==> src/rtl/counter_chain_driver.sv <==
// Sequencer for a cascade of 4-bit up/down counter stages: parallel loads and
// N-step count runs, with an optional halt at the chain's terminal count.
//
//  state   | meaning
//  --------+---------------------------------------------------------------
//  S_IDLE  | waiting for a command; cmd_ready high
//  S_LOAD  | load low for one cycle, chain takes d at the closing edge
//  S_SETUP | ud already written, one quiet cycle for rco to settle
//  S_COUNT | one chain step per cycle until remaining runs out or tc halt
//  S_DONE  | one-cycle done pulse, tc_stop valid alongside it
module counter_chain_driver #(
   parameter int STAGES = 2,
   parameter int CNT_W  = 8,
   localparam int W     = 4 * STAGES
) (
   input  logic             clock,
   input  logic             reset,
   input  logic             cmd_valid,
   output logic             cmd_ready,
   input  logic [1:0]       cmd_op,
   input  logic [W-1:0]     cmd_data,
   input  logic [CNT_W-1:0] cmd_steps,
   input  logic             cmd_stop_tc,
   output logic             load,
   output logic             ud,
   output logic [W-1:0]     d,
   output logic             enp,
   output logic             ent,
   input  logic             rco,
   output logic             busy,
   output logic             done,
   output logic             tc_stop,
   output logic [CNT_W-1:0] steps_done
);

   typedef enum logic [2:0] {
      S_IDLE,
      S_LOAD,
      S_SETUP,
      S_COUNT,
      S_DONE
   } state_t;

   state_t           state_q, state_d;
   logic             load_q, load_d;
   logic             ud_q, ud_d;
   logic [W-1:0]     d_q, d_d;
   logic             stop_tc_q, stop_tc_d;
   logic             tc_stop_q, tc_stop_d;
   logic [CNT_W-1:0] remaining_q, remaining_d;
   logic [CNT_W-1:0] steps_done_q, steps_done_d;
   logic             step;

   always_comb begin
      state_d      = state_q;
      load_d       = load_q;
      ud_d         = ud_q;
      d_d          = d_q;
      stop_tc_d    = stop_tc_q;
      tc_stop_d    = tc_stop_q;
      remaining_d  = remaining_q;
      steps_done_d = steps_done_q;
      step         = 1'b0;

      case (state_q)
         S_IDLE: begin
            if (cmd_valid) begin
               stop_tc_d    = cmd_stop_tc;
               remaining_d  = cmd_steps;
               steps_done_d = '0;
               tc_stop_d    = 1'b0;
               case (cmd_op)
                  2'b00: begin
                     d_d     = cmd_data;
                     load_d  = 1'b0;
                     state_d = S_LOAD;
                  end
                  2'b01: begin
                     ud_d    = 1'b1;
                     state_d = S_SETUP;
                  end
                  2'b10: begin
                     ud_d    = 1'b0;
                     state_d = S_SETUP;
                  end
                  default: state_d = S_DONE;
               endcase
            end
         end
         S_LOAD: begin
            load_d  = 1'b1;
            state_d = S_DONE;
         end
         S_SETUP: begin
            state_d = (remaining_q == '0) ? S_DONE : S_COUNT;
         end
         S_COUNT: begin
            // rco low means the next step would wrap; honour stop_tc before stepping
            if (stop_tc_q && !rco) begin
               tc_stop_d = 1'b1;
               state_d   = S_DONE;
            end else begin
               step         = 1'b1;
               steps_done_d = steps_done_q + CNT_W'(1);
               remaining_d  = remaining_q - CNT_W'(1);
               if (remaining_q == CNT_W'(1)) state_d = S_DONE;
            end
         end
         S_DONE: begin
            state_d = S_IDLE;
         end
         default: state_d = S_IDLE;
      endcase
   end

   always_ff @(posedge clock) begin
      if (!reset) begin
         state_q      <= S_IDLE;
         load_q       <= 1'b1;
         ud_q         <= 1'b1;
         d_q          <= '0;
         stop_tc_q    <= 1'b0;
         tc_stop_q    <= 1'b0;
         remaining_q  <= '0;
         steps_done_q <= '0;
      end else begin
         state_q      <= state_d;
         load_q       <= load_d;
         ud_q         <= ud_d;
         d_q          <= d_d;
         stop_tc_q    <= stop_tc_d;
         tc_stop_q    <= tc_stop_d;
         remaining_q  <= remaining_d;
         steps_done_q <= steps_done_d;
      end
   end

   assign load       = load_q;
   assign ud         = ud_q;
   assign d          = d_q;
   assign enp        = ~step;
   assign ent        = ~step;
   assign cmd_ready  = (state_q == S_IDLE);
   assign busy       = (state_q != S_IDLE);
   assign done       = (state_q == S_DONE);
   assign tc_stop    = tc_stop_q;
   assign steps_done = steps_done_q;

endmodule

==> config.mk <==
export PLATFORM = sky130hd
export DESIGN_NAME = counter_chain_driver
export DESIGN_NICKNAME = d
export VERILOG_FILES = /design/src/rtl/counter_chain_driver.sv
export SDC_FILE = /design/constraint.sdc
export NUM_CORES = 1
export LEC_CHECK = 0
export CAP_MARGIN = 5
export CORE_MARGIN = 4
export CORE_UTILIZATION = 48
export CTS_CLUSTER_DIAMETER = 100
export DETAILED_ROUTE_END_ITERATION = 6
export PLACE_DENSITY = 0.86
export REMOVE_ABC_BUFFERS = 1
export SLEW_MARGIN = 10
export SYNTH_ARGS = -nofsm -noshare
export SYNTH_HDL_FRONTEND = slang
export SYNTH_SLANG_ARGS = --single-unit
==> constraint.sdc <==
create_clock -name clock -period 3.9 [get_ports clock]
set_input_delay 0.39 -clock clock [delete_from_list [all_inputs] [get_ports clock]]
set_output_delay 0.39 -clock clock [all_outputs]
set_load 0.01 [all_outputs]
Word-level counts from Yosys, hierarchy flattened
Index checks and enable logic that the tools add are counted.
{"block": "op_classes", "n_mux": 21, "addsub": 2, "bitwise_logic": 1, "eq_ne": 12, "reduce_logical": 17}
{"cell": "8-bit 2-to-1 mux", "count": 4}
{"cell": "8-bit case mux with 2 select lines", "count": 2}
{"cell": "3-bit AND reduction", "count": 5}
{"cell": "3-bit 2-to-1 mux", "count": 4}
{"cell": "3-bit case mux with 4 select lines", "count": 1}
{"cell": "8-bit by 1-bit adder with 8-bit output, second input constant", "count": 1}
{"cell": "8-bit by 1-bit == test with 1-bit output, second input constant", "count": 1}
{"cell": "8-bit logical NOT", "count": 1}
{"cell": "8-bit by 1-bit subtractor with 8-bit output, second input constant", "count": 1}
{"cell": "3-bit by 2-bit == test with 1-bit output, second input constant", "count": 2}
{"cell": "1-bit 2-to-1 mux", "count": 6}
{"cell": "2-bit != test, second input constant", "count": 3}
{"cell": "1-bit case mux with 2 select lines", "count": 3}
{"cell": "3-bit case mux with 2 select lines", "count": 1}
{"cell": "2-bit nonzero test", "count": 3}
{"cell": "2-bit AND reduction", "count": 2}
{"cell": "3-bit by 1-bit == test with 1-bit output, second input constant", "count": 1}
{"cell": "3-bit == test, second input constant", "count": 1}
{"cell": "3-bit logical NOT", "count": 1}
{"cell": "3-bit != test, second input constant", "count": 1}
{"cell": "3-bit nonzero test", "count": 1}
{"cell": "2-bit by 1-bit == test with 1-bit output, second input constant", "count": 1}
{"cell": "2-bit == test, second input constant", "count": 1}
{"cell": "2-bit logical NOT", "count": 1}
{"cell": "5 further kinds", "count": 5}
{"block": "word_totals", "in_bits": 23, "register_bits": 31, "out_inout_bits": 24}

Logic depth before layout (Yosys ltp)
Gate-level depths: netlist of the first run.
{"block": "depth", "depth_word": 5, "mapped_depth": 7, "ltp_nobuf": 5}

Worst setup path after synthesis of the first run
OpenSTA, ideal clock, no wires.
{"block": "synth_path", "kind": "input port to output port", "start": "input rco", "end": "output ent", "t_arrival_ns": 1.361, "slack_ns": 2.149, "path_stages": 6, "path_cell_list": "and2b_1 a2bb2oi_2 buf_2 nor2_1 nand2_1 buf_4"}
{"block": "synth_via", "elab_chain_cells": 5}
{"element": "start: declaration", "line": "29", "text": "input logic rco,"}
{"element": "1-bit logical NOT", "line": "99", "text": "if (stop_tc_q && !rco) begin"}
{"element": "1-bit logical AND", "line": "99"}
{"element": "1-bit 2-to-1 mux", "line": "99"}
{"element": "1-bit 2-to-1 mux", "line": "65", "text": "case (state_q)"}
{"element": "1-bit inverter"}
{"element": "end: declaration", "line": "28", "text": "output logic ent,"}
No other way between the ends.

Worst setup path after layout of the first run
{"block": "layout_path", "start": "register state_q[1]", "end": "output enp"}
{"block": "layout_via", "elab_chain_cells": 3}
{"element": "start: declaration", "line": "44", "text": "state_t state_q, state_d;"}
{"element": "start signal: assignment", "line": "127", "text": "state_q <= state_d;"}
{"element": "3-bit by 2-bit == test with 1-bit output", "line": "65"}
{"element": "1-bit 2-to-1 mux", "line": "65"}
{"element": "1-bit inverter", "line": "141", "text": "assign enp = ~step;"}
{"element": "end: declaration", "line": "27", "text": "output logic enp,"}
No other way between the ends.

==> results.json, run 1 <==
{
  "status": "complete, no violations",
  "path_clk_slew_ps": 90,
  "place_hpwl_um": 2780,
  "netlist_instances": 191,
  "grtUsageTotal_pct": 18.7,
  "synth_area_per_cell_um2": 8.42,
  "cpPeakStageDelay_ps": 610,
  "synthArstFlopShare_pct": 0,
  "initial_utilization_pct": 51.4,
  "firstDrtPassIters": 4,
  "wl_met2_um": 1840,
  "maxCapViolations": 0,
  "synth_top_area_share_pct": 38.6,
  "io_pins": 47,
  "ys_top_cells_by_area": "dfxtp_1, a21oi_1, nand2_1",
  "remaining_drc_errors": 0,
  "wl_met3_um": 193,
  "cts_setup_buffers": 0,
  "yosysUniqueCellTypes": 47,
  "cp_max_fo": 24,
  "slew_violations": 0,
  "synth_compound_gate_area_share_pct": 25.5,
  "fill_cells": 269,
  "cts_tree": "done",
  "highest_layer": "met4",
  "setup_tns_ps": 0,
  "row_count": 20,
  "regArea_um2": 621,
  "drive_gt1_share_pct": 6.01,
  "synth_top_family_by_area": "compound AO/OA/AOI/OAI gates",
  "ys_dominant_reg_cell": "dfxtp_1",
  "synth.cell_area_um2": 1610,
  "hold_buffers": 0,
  "drt_iter0_markers": 99,
  "final_common_cell": "clkdlybuf4s50_1",
  "cp_top_family": "buffers and inverters",
  "worst_hold_path_type": "reg -> reg",
  "path_cells": "nor2_1 -> a2bb2oi_2 -> buf_4 -> nor2_1 -> nand2_1 -> clkdlybuf4s50_1",
  "antennaDiodeCount": 0,
  "fmax_mhz": 383,
  "p_leak_nw": 0.769,
  "nets": 262,
  "whs_path_depth": 2,
  "vdd_drop_max_v": 0.000228,
  "clock_latency_ps": 340,
  "period_share_pct": 67.0,
  "path_depth": 6,
  "antenna_found_initial": 0,
  "final_cell_mix": "clkdlybuf4s50_1, dfxtp_1, nand2_1",
  "rrSetupSlack_ps": 2000,
  "cp_slowest_cell": "dfxtp_1",
  "worstSetupPathType": "reg -> out",
  "ant_nets": 0,
  "clock-sinks": 31,
  "io_buffers": 46,
  "synth_fa_ha_area_share_pct": 4.67,
  "ctsResizeCount": 0,
  "critPathLaunchType": "flop",
  "yosys-mux-area-fraction_pct": 1.32,
  "grt_overflow": 0,
  "grt_pass1_wl_um": 6280,
  "multi_input_area_um2": 875,
  "synth_edf_count": 0,
  "m1WireLength_um": 1720,
  "synth-seq-cells": 31,
  "cts_root_buffer": "clkbuf_4",
  "hold_violations": 0,
  "die_x_um": 65.9,
  "synthXorXnorAreaFrac_pct": 0,
  "core-area_um2": 3130,
  "cp-end-kind": "output pin",
  "slew_headroom_pct": 54.1,
  "final-setup-viol-count": 0,
  "rsz0062_at_grt": "false",
  "drt-total-wl_um": 3820,
  "path_common_cell": "nor2_1",
  "grt_max_degree": 25,
  "dieArea_um2": 4340,
  "die_y_um": 65.9,
  "viasPerCell": 5.67,
  "yosysTopAreaCell": "dfxtp_1",
  "syn_to_final_growth_pct": 31.5,
  "routedWlPerCell_um": 13.8,
  "vias": 1570,
  "period_needed_ps": 2610,
  "worstPathArrival_ps": 2220,
  "required_ps": 3510,
  "ctsHtreeMaxLevel": 2,
  "critPathBufInv": 2,
  "worst_pin_slew_ps": 688,
  "yosysSeqAreaShare_pct": 38.6,
  "powerDensity_nw_per_um2": 340,
  "clock_skew_ps": 9.23,
  "yosys_warnings": 0,
  "synth_simple_gate_area_share_pct": 22.9,
  "gp_congestion": 0.810,
  "grt_pass1_vias": 1451,
  "cts_buffer_depth": 2,
  "reg2reg_depth": 4,
  "cts_buffers": 5,
  "total_power_mw": 0.719
}
## power breakdown
group          leakage [nW]  internal [mW]  switching (mW)
registers             0.252          0.336          0.0273
logic                 0.482         0.0808          0.0846
clock network        0.0341         0.0833           0.107
total                 0.769          0.500           0.219
## final timing paths
kind                            startpoint    endpoint
worst min register to register        d[2]        d[2]
worst max-delay path            state_q[1]         enp
worst max register to register  state_q[2]  state_q[1]
worst min-delay path                  d[2]        d[2]
## cells in the mapped netlist, types with 2 or more instances
cell type,number
dfxtp_1,31
nand2_1,27
a21oi_1,26
inv_1,10
nor2_1,10
o21ai_0,7
o311ai_0,7
ha_1,6
o31ai_1,5
or3_1,5
buf_2,4
buf_4,4
nor3_1,4
or4_1,4
nand3_1,3
a31oi_1,2
clkbuf_1,2
nand2b_1,2
nand4_1,2
o211ai_1,2
o41ai_1,2
## worst reg2reg max path, cell delays in order (launching register included)
cell,delay [ps]
dfxtp_1,530
nand3b_2,560
a311oi_1,450
a41oi_1,110
a21oi_1,170
## metrics by stage
step                      util (%)  cells  setup slack (ps)  hold slack, ps  instance area (um^2)
after floorplan                  -    179              2010             454                  1540
after global placement        65.8    270              1320             441                  2060
after detailed placement      65.8    270              1300             447                  2060
after CTS                     67.6    277              1280             460                  2120
after global routing          67.6    277              1070             477                  2120
final                         67.6    277              1290             456                  2120
## layout make-up
cell class | count | share of cell area, %
Sequential cell | 31 | 29.3
Clock inverter | 1 | 0.237
Inverter | 11 | 1.95
Tap cell | 44 | 2.60
Multi-Input combinational cell | 137 | 41.3
Clock buffer | 6 | 2.42
Timing Repair Buffer | 47 | 22.1
## per-layer routing
metal  vias to the layer above  track usage (%)
met3                         6             3.57
met1                       724             23.0
met2                        48             31.2
met5                         -                0
met4                         0             8.81
li1                        792                -
## sequential cells by signal, indices dropped and copies added, names as in the netlist
register and flops:
remaining_q 8, tc_stop 1, stop_tc_q 1, ud 1, state_q 3, d 8
steps_done 8, load 1
## cells by family after synthesis
kind of cell | after synthesis
flops | 31
buf+inv | 23
fa+ha+maj | 6
mux | 2
simple gates | 67
compound gates | 62
No activity file was read; power rests on OpenSTA's default activity.
==> run 2: changes to the inputs <==
--- a/config.mk
+++ b/config.mk
@@ -7,10 +7,10 @@
 export LEC_CHECK = 0
 export CAP_MARGIN = 5
 export CORE_MARGIN = 4
-export CORE_UTILIZATION = 48
+export CORE_UTILIZATION = 42
 export CTS_CLUSTER_DIAMETER = 100
 export DETAILED_ROUTE_END_ITERATION = 6
-export PLACE_DENSITY = 0.86
+export PLACE_DENSITY = 0.8
 export REMOVE_ABC_BUFFERS = 1
 export SLEW_MARGIN = 10
 export SYNTH_ARGS = -nofsm -noshare
==> constraint.sdc (replaced) <==
create_clock -name clock -period 2.4 [get_ports clock]
set_input_delay 0.24 -clock clock [delete_from_list [all_inputs] [get_ports clock]]
set_output_delay 0.24 -clock clock [all_outputs]
set_load 0.01 [all_outputs]
==> results.json, run 2 (synthesis gave the netlist of run 1 again) <==
{
  "ant_nets": 0,
  "remaining_drc_errors": 0,
  "vias": 1568,
  "period_needed_ps": 2180,
  "final_cell_mix": "clkdlybuf4s50_1, dfxtp_1, nand2_1",
  "firstDrtPassIters": 5,
  "row_count": 22,
  "die_y_um": 69.9,
  "final-setup-viol-count": 0,
  "switching_power_mw": 0.379,
  "grt_pass1_wl_um": 6490,
  "clock-sinks": 31,
  "slew_violations": 0,
  "worstSetupPathType": "reg -> out",
  "cp_top_family": "flip-flops",
  "ctsHtreeMaxLevel": 2,
  "total_power_mw": 1.40,
  "cp_slowest_cell": "dfxtp_1",
  "grtUsageTotal_pct": 16.5,
  "fill_cells": 333,
  "period_share_pct": 90.8,
  "die_x_um": 69.9,
  "dieArea_um2": 4890,
  "io_pins": 47,
  "syn_to_final_growth_pct": 37.5,
  "hold_buffers": 0,
  "cts_root_buffer": "clkbuf_8",
  "cpPeakStageDelay_ps": 620,
  "place_hpwl_um": 2800,
  "critPathLaunchType": "flop",
  "path_clk_slew_ps": 60,
  "p_comb_share_pct": 20.0,
  "cp_max_fo": 11,
  "dp.cells": 278,
  "viasPerCell": 5.48,
  "p_leak_nw": 0.815,
  "fmax_mhz": 459,
  "cts_buffers": 5,
  "worstPathArrival_ps": 1940,
  "clock_latency_ps": 280,
  "power_frac_seq_pct": 41.9,
  "drt_iter0_markers": 80,
  "setup_tns_ps": 0,
  "antenna_found_initial": 0,
  "grt_max_degree": 24,
  "vdd_drop_max_v": 0.000359,
  "p_sw_share_pct": 27.1,
  "initial_utilization_pct": 43.6,
  "final_common_cell": "clkdlybuf4s50_1",
  "ctsResizeCount": 0,
  "fin_area_um2": 2210,
  "grt_overflow": 0,
  "cp-end-kind": "output pin",
  "final_util_pct": 60.0,
  "io_buffers": 46,
  "rsz0062_at_grt": "false",
  "slew_headroom_pct": 68.2,
  "hold_ws_ps": 455,
  "worst_pin_slew_ps": 476,
  "setup_slack_ps": 220,
  "cts_buffer_depth": 2,
  "powerDensity_nw_per_um2": 632,
  "nets": 266,
  "critPathBufInv": 1,
  "cts_tree": "done",
  "final_cells": 286,
  "core-area_um2": 3690,
  "hold_violations": 0,
  "maxCapViolations": 0,
  "regArea_um2": 621,
  "required_ps": 2160,
  "antennaDiodeCount": 0,
  "multi_input_area_um2": 875,
  "clock_skew_ps": 3.12,
  "gp_congestion": 0.786,
  "drive_gt1_share_pct": 7.98,
  "routedWlPerCell_um": 13.5,
  "path_cells": "nor2_1 -> a2bb2oi_2 -> nor2_1 -> nand2_1 -> clkdlybuf4s50_1",
  "placed_cell_area_um2": 2090,
  "path_common_cell": "nor2_1",
  "cts_setup_buffers": 0,
  "p_int_mw": 1.02,
  "place_ws_ps": 276,
  "grt_pass1_vias": 1392,
  "status": "complete, no violations",
  "worst_hold_path_type": "reg -> reg",
  "pwr-share-clk_pct": 38.1,
  "drt-total-wl_um": 3850
}
run 2: changes by cell type in the layout (fill, tap and decap cells not counted), sizes merged:
cell / before / now
bufinv: 0 / 1
buf: 1 / 5
run 2: power groups by stage:
stage	Combinational (mW)	Clock (mW)	Sequential (mW)
CTS	0.281	0.546	0.585
global placement	0.277	0	0.596
finish	0.280	0.532	0.586
detailed placement	0.280	0	0.596
global route	0.312	0.564	0.591
floorplan	0.147	0	0.597
run 2: worst paths after layout:
check | slack, ps | end | cells after the start | from
setup / recovery | 220 | enp | 5 | state_q[1]
hold / removal | 460 | d[2] | 2 | d[2]
setup reg to reg | 510 | state_q[0] | 4 | state_q[1]
hold reg to reg | 460 | d[2] | 2 | d[2]
run 2: final cells by class:
cell class	instances	area share (%)
inverter	11	1.87
multi-input combinational	137	39.5
timing repair buffer	51	22.5
clock buffer	6	3.73
clock inverter	2	1.58
tap	48	2.71
sequential	31	28.1
run 2: metal layers:
metal | routed length, um | track usage, % | vias to the layer above
met5 | 0 | 0 | -
met4 | 61 | 7.66 | 0
met3 | 229 | 4.60 | 6
met2 | 1770 | 23.9 | 47
met1 | 1790 | 22.4 | 720
li1 | - | - | 795
run 2: worst min-delay path: stages (launching register included):
cell and delay [ps]:
dfxtp_1 310, nand2_1 50, a21oi_1 50
==> run 3: changes to the inputs <==
--- a/config.mk
+++ b/config.mk
@@ -6,11 +6,10 @@
 export NUM_CORES = 1
 export LEC_CHECK = 0
 export CAP_MARGIN = 5
-export CORE_MARGIN = 4
-export CORE_UTILIZATION = 42
+export CORE_UTILIZATION = 48
 export CTS_CLUSTER_DIAMETER = 100
 export DETAILED_ROUTE_END_ITERATION = 6
-export PLACE_DENSITY = 0.8
+export PLACE_DENSITY = 0.86
 export REMOVE_ABC_BUFFERS = 1
 export SLEW_MARGIN = 10
 export SYNTH_ARGS = -nofsm -noshare
==> constraint.sdc (replaced) <==
create_clock -name clock -period 2.54 [get_ports clock]
set_input_delay 0.254 -clock clock [delete_from_list [all_inputs] [get_ports clock]]
set_output_delay 0.254 -clock clock [all_outputs]
set_load 0.01 [all_outputs]
==> results.json, run 3 (synthesis gave the netlist of run 1 again) <==
{
  "worstPathArrival_ps": 2010,
  "drive_gt1_share_pct": 7.98,
  "critPathLaunchType": "flop",
  "grt_overflow": 0,
  "initial_utilization_pct": 51.4,
  "drt_iter0_markers": 115,
  "place_hpwl_um": 2660,
  "cp-end-kind": "output pin",
  "worst_hold_path_type": "in -> reg",
  "grt_max_degree": 24,
  "cp_max_fo": 11,
  "drt-total-wl_um": 3720,
  "r2r_end": "state_q[0]",
  "clock-sinks": 31,
  "setup_tns_ps": 0,
  "cts_buffer_depth": 2,
  "die_x_um": 59.9,
  "total_power_mw": 1.23,
  "cts_setup_buffers": 0,
  "clock_skew_ps": 20.6,
  "dieArea_um2": 3590,
  "routedWlPerCell_um": 13.2,
  "period_share_pct": 89.2,
  "final_cells": 282,
  "clock_latency_ps": 350,
  "hold_buffers": 0,
  "rsz0062_at_grt": "false",
  "firstDrtPassIters": 4,
  "cts_root_buffer": "clkbuf_4",
  "cts_tree": "done",
  "grt.busiest_layer": "met2",
  "grt.met1_usage_pct": 29.7,
  "ctsResizeCount": 0,
  "viasPerCell": 5.69,
  "worstSetupPathType": "reg -> out",
  "maxCapViolations": 0,
  "syn_to_final_growth_pct": 35.2,
  "dp.cells": 274,
  "final_cell_mix": "clkdlybuf4s50_1, dfxtp_1, nand2_1",
  "hold_ws_ps": 450,
  "ant_nets": 0,
  "rrSetupSlack_ps": 650,
  "reg2reg_depth": 4,
  "p_leak_nw": 0.802,
  "core-area_um2": 3130,
  "vdd_drop_max_v": 0.000471,
  "antennaDiodeCount": 0,
  "regToRegStartpoint": "state_q[1]",
  "antenna_found_initial": 0,
  "grtUsageMet2_pct": 34.4,
  "hold_violations": 0,
  "fmax_mhz": 442,
  "status": "complete, no violations",
  "required_ps": 2290,
  "remaining_drc_errors": 0,
  "io_buffers": 46,
  "grt_pass1_vias": 1448,
  "grtUsageTotal_pct": 22.9,
  "die_y_um": 59.9,
  "gp_congestion": 0.831,
  "ctsHtreeMaxLevel": 2,
  "grt_pass1_wl_um": 6120,
  "period_needed_ps": 2260,
  "powerDensity_nw_per_um2": 564,
  "final-setup-viol-count": 0,
  "slew_violations": 0,
  "cts_buffers": 5,
  "endpoint": "enp",
  "final_common_cell": "clkdlybuf4s50_1",
  "grt_use_met3_pct": 6.93,
  "vias": 1605,
  "cp-startpoint": "state_q[1]",
  "nets": 266,
  "io_pins": 47,
  "worst_pin_slew_ps": 488,
  "path_clk_slew_ps": 100,
  "slew_headroom_pct": 67.4,
  "row_count": 20
}
run 3: power by group:
group          leakage (nW)  switching (mW)  internal [mW]
clock                0.0482           0.176          0.232
sequential            0.252          0.0386          0.516
combinational         0.502           0.135          0.130
run 3: worst min-delay path by stage:
stage / to / slack (ps) / cells after the start / start
finish: d[4] / 450 / 3 / cmd_data[4]
global route: d[3] / 450 / 3 / cmd_data[3]
floorplan: ud / 340 / 1 / reset
CTS: d[5] / 440 / 3 / cmd_data[5]
global placement: d[2] / 440 / 2 / d[2]
detailed placement: d[2] / 450 / 2 / d[2]
run 3: through the flow:
step	area [um^2]	worst slack [ps]	utilization [%]
after CTS	2180	271	69.6
after global placement	2090	416	66.8
after global routing	2180	171	69.6
after floorplan	1540	788	-
final	2180	275	69.6
after detailed placement	2090	411	66.8
run 3: layout make-up:
class	count	area [um^2]
fillers	244	952
multi-input cells	137	875
flip-flops and latches	31	621
repair buffers	51	498
well taps	44	55.1
clock buffers	6	51.3
inverters	11	41.3
clock inverters	2	35.0
run 3: routing by layer:
metal | share of wire [%] | vias up
met2 | 47 | 56
li1 | - | 802
met4 | 1.5 | 0
met1 | 46 | 741
met3 | 5.5 | 6
met5 | 0 | -
run 3: worst max-delay path, stage by stage (launching register included):
cell and delay, ps:
dfxtp_1 630, nor2_1 140, a2bb2oi_2 170, nor2_1 90, nand2_1 110, clkdlybuf4s50_1 530
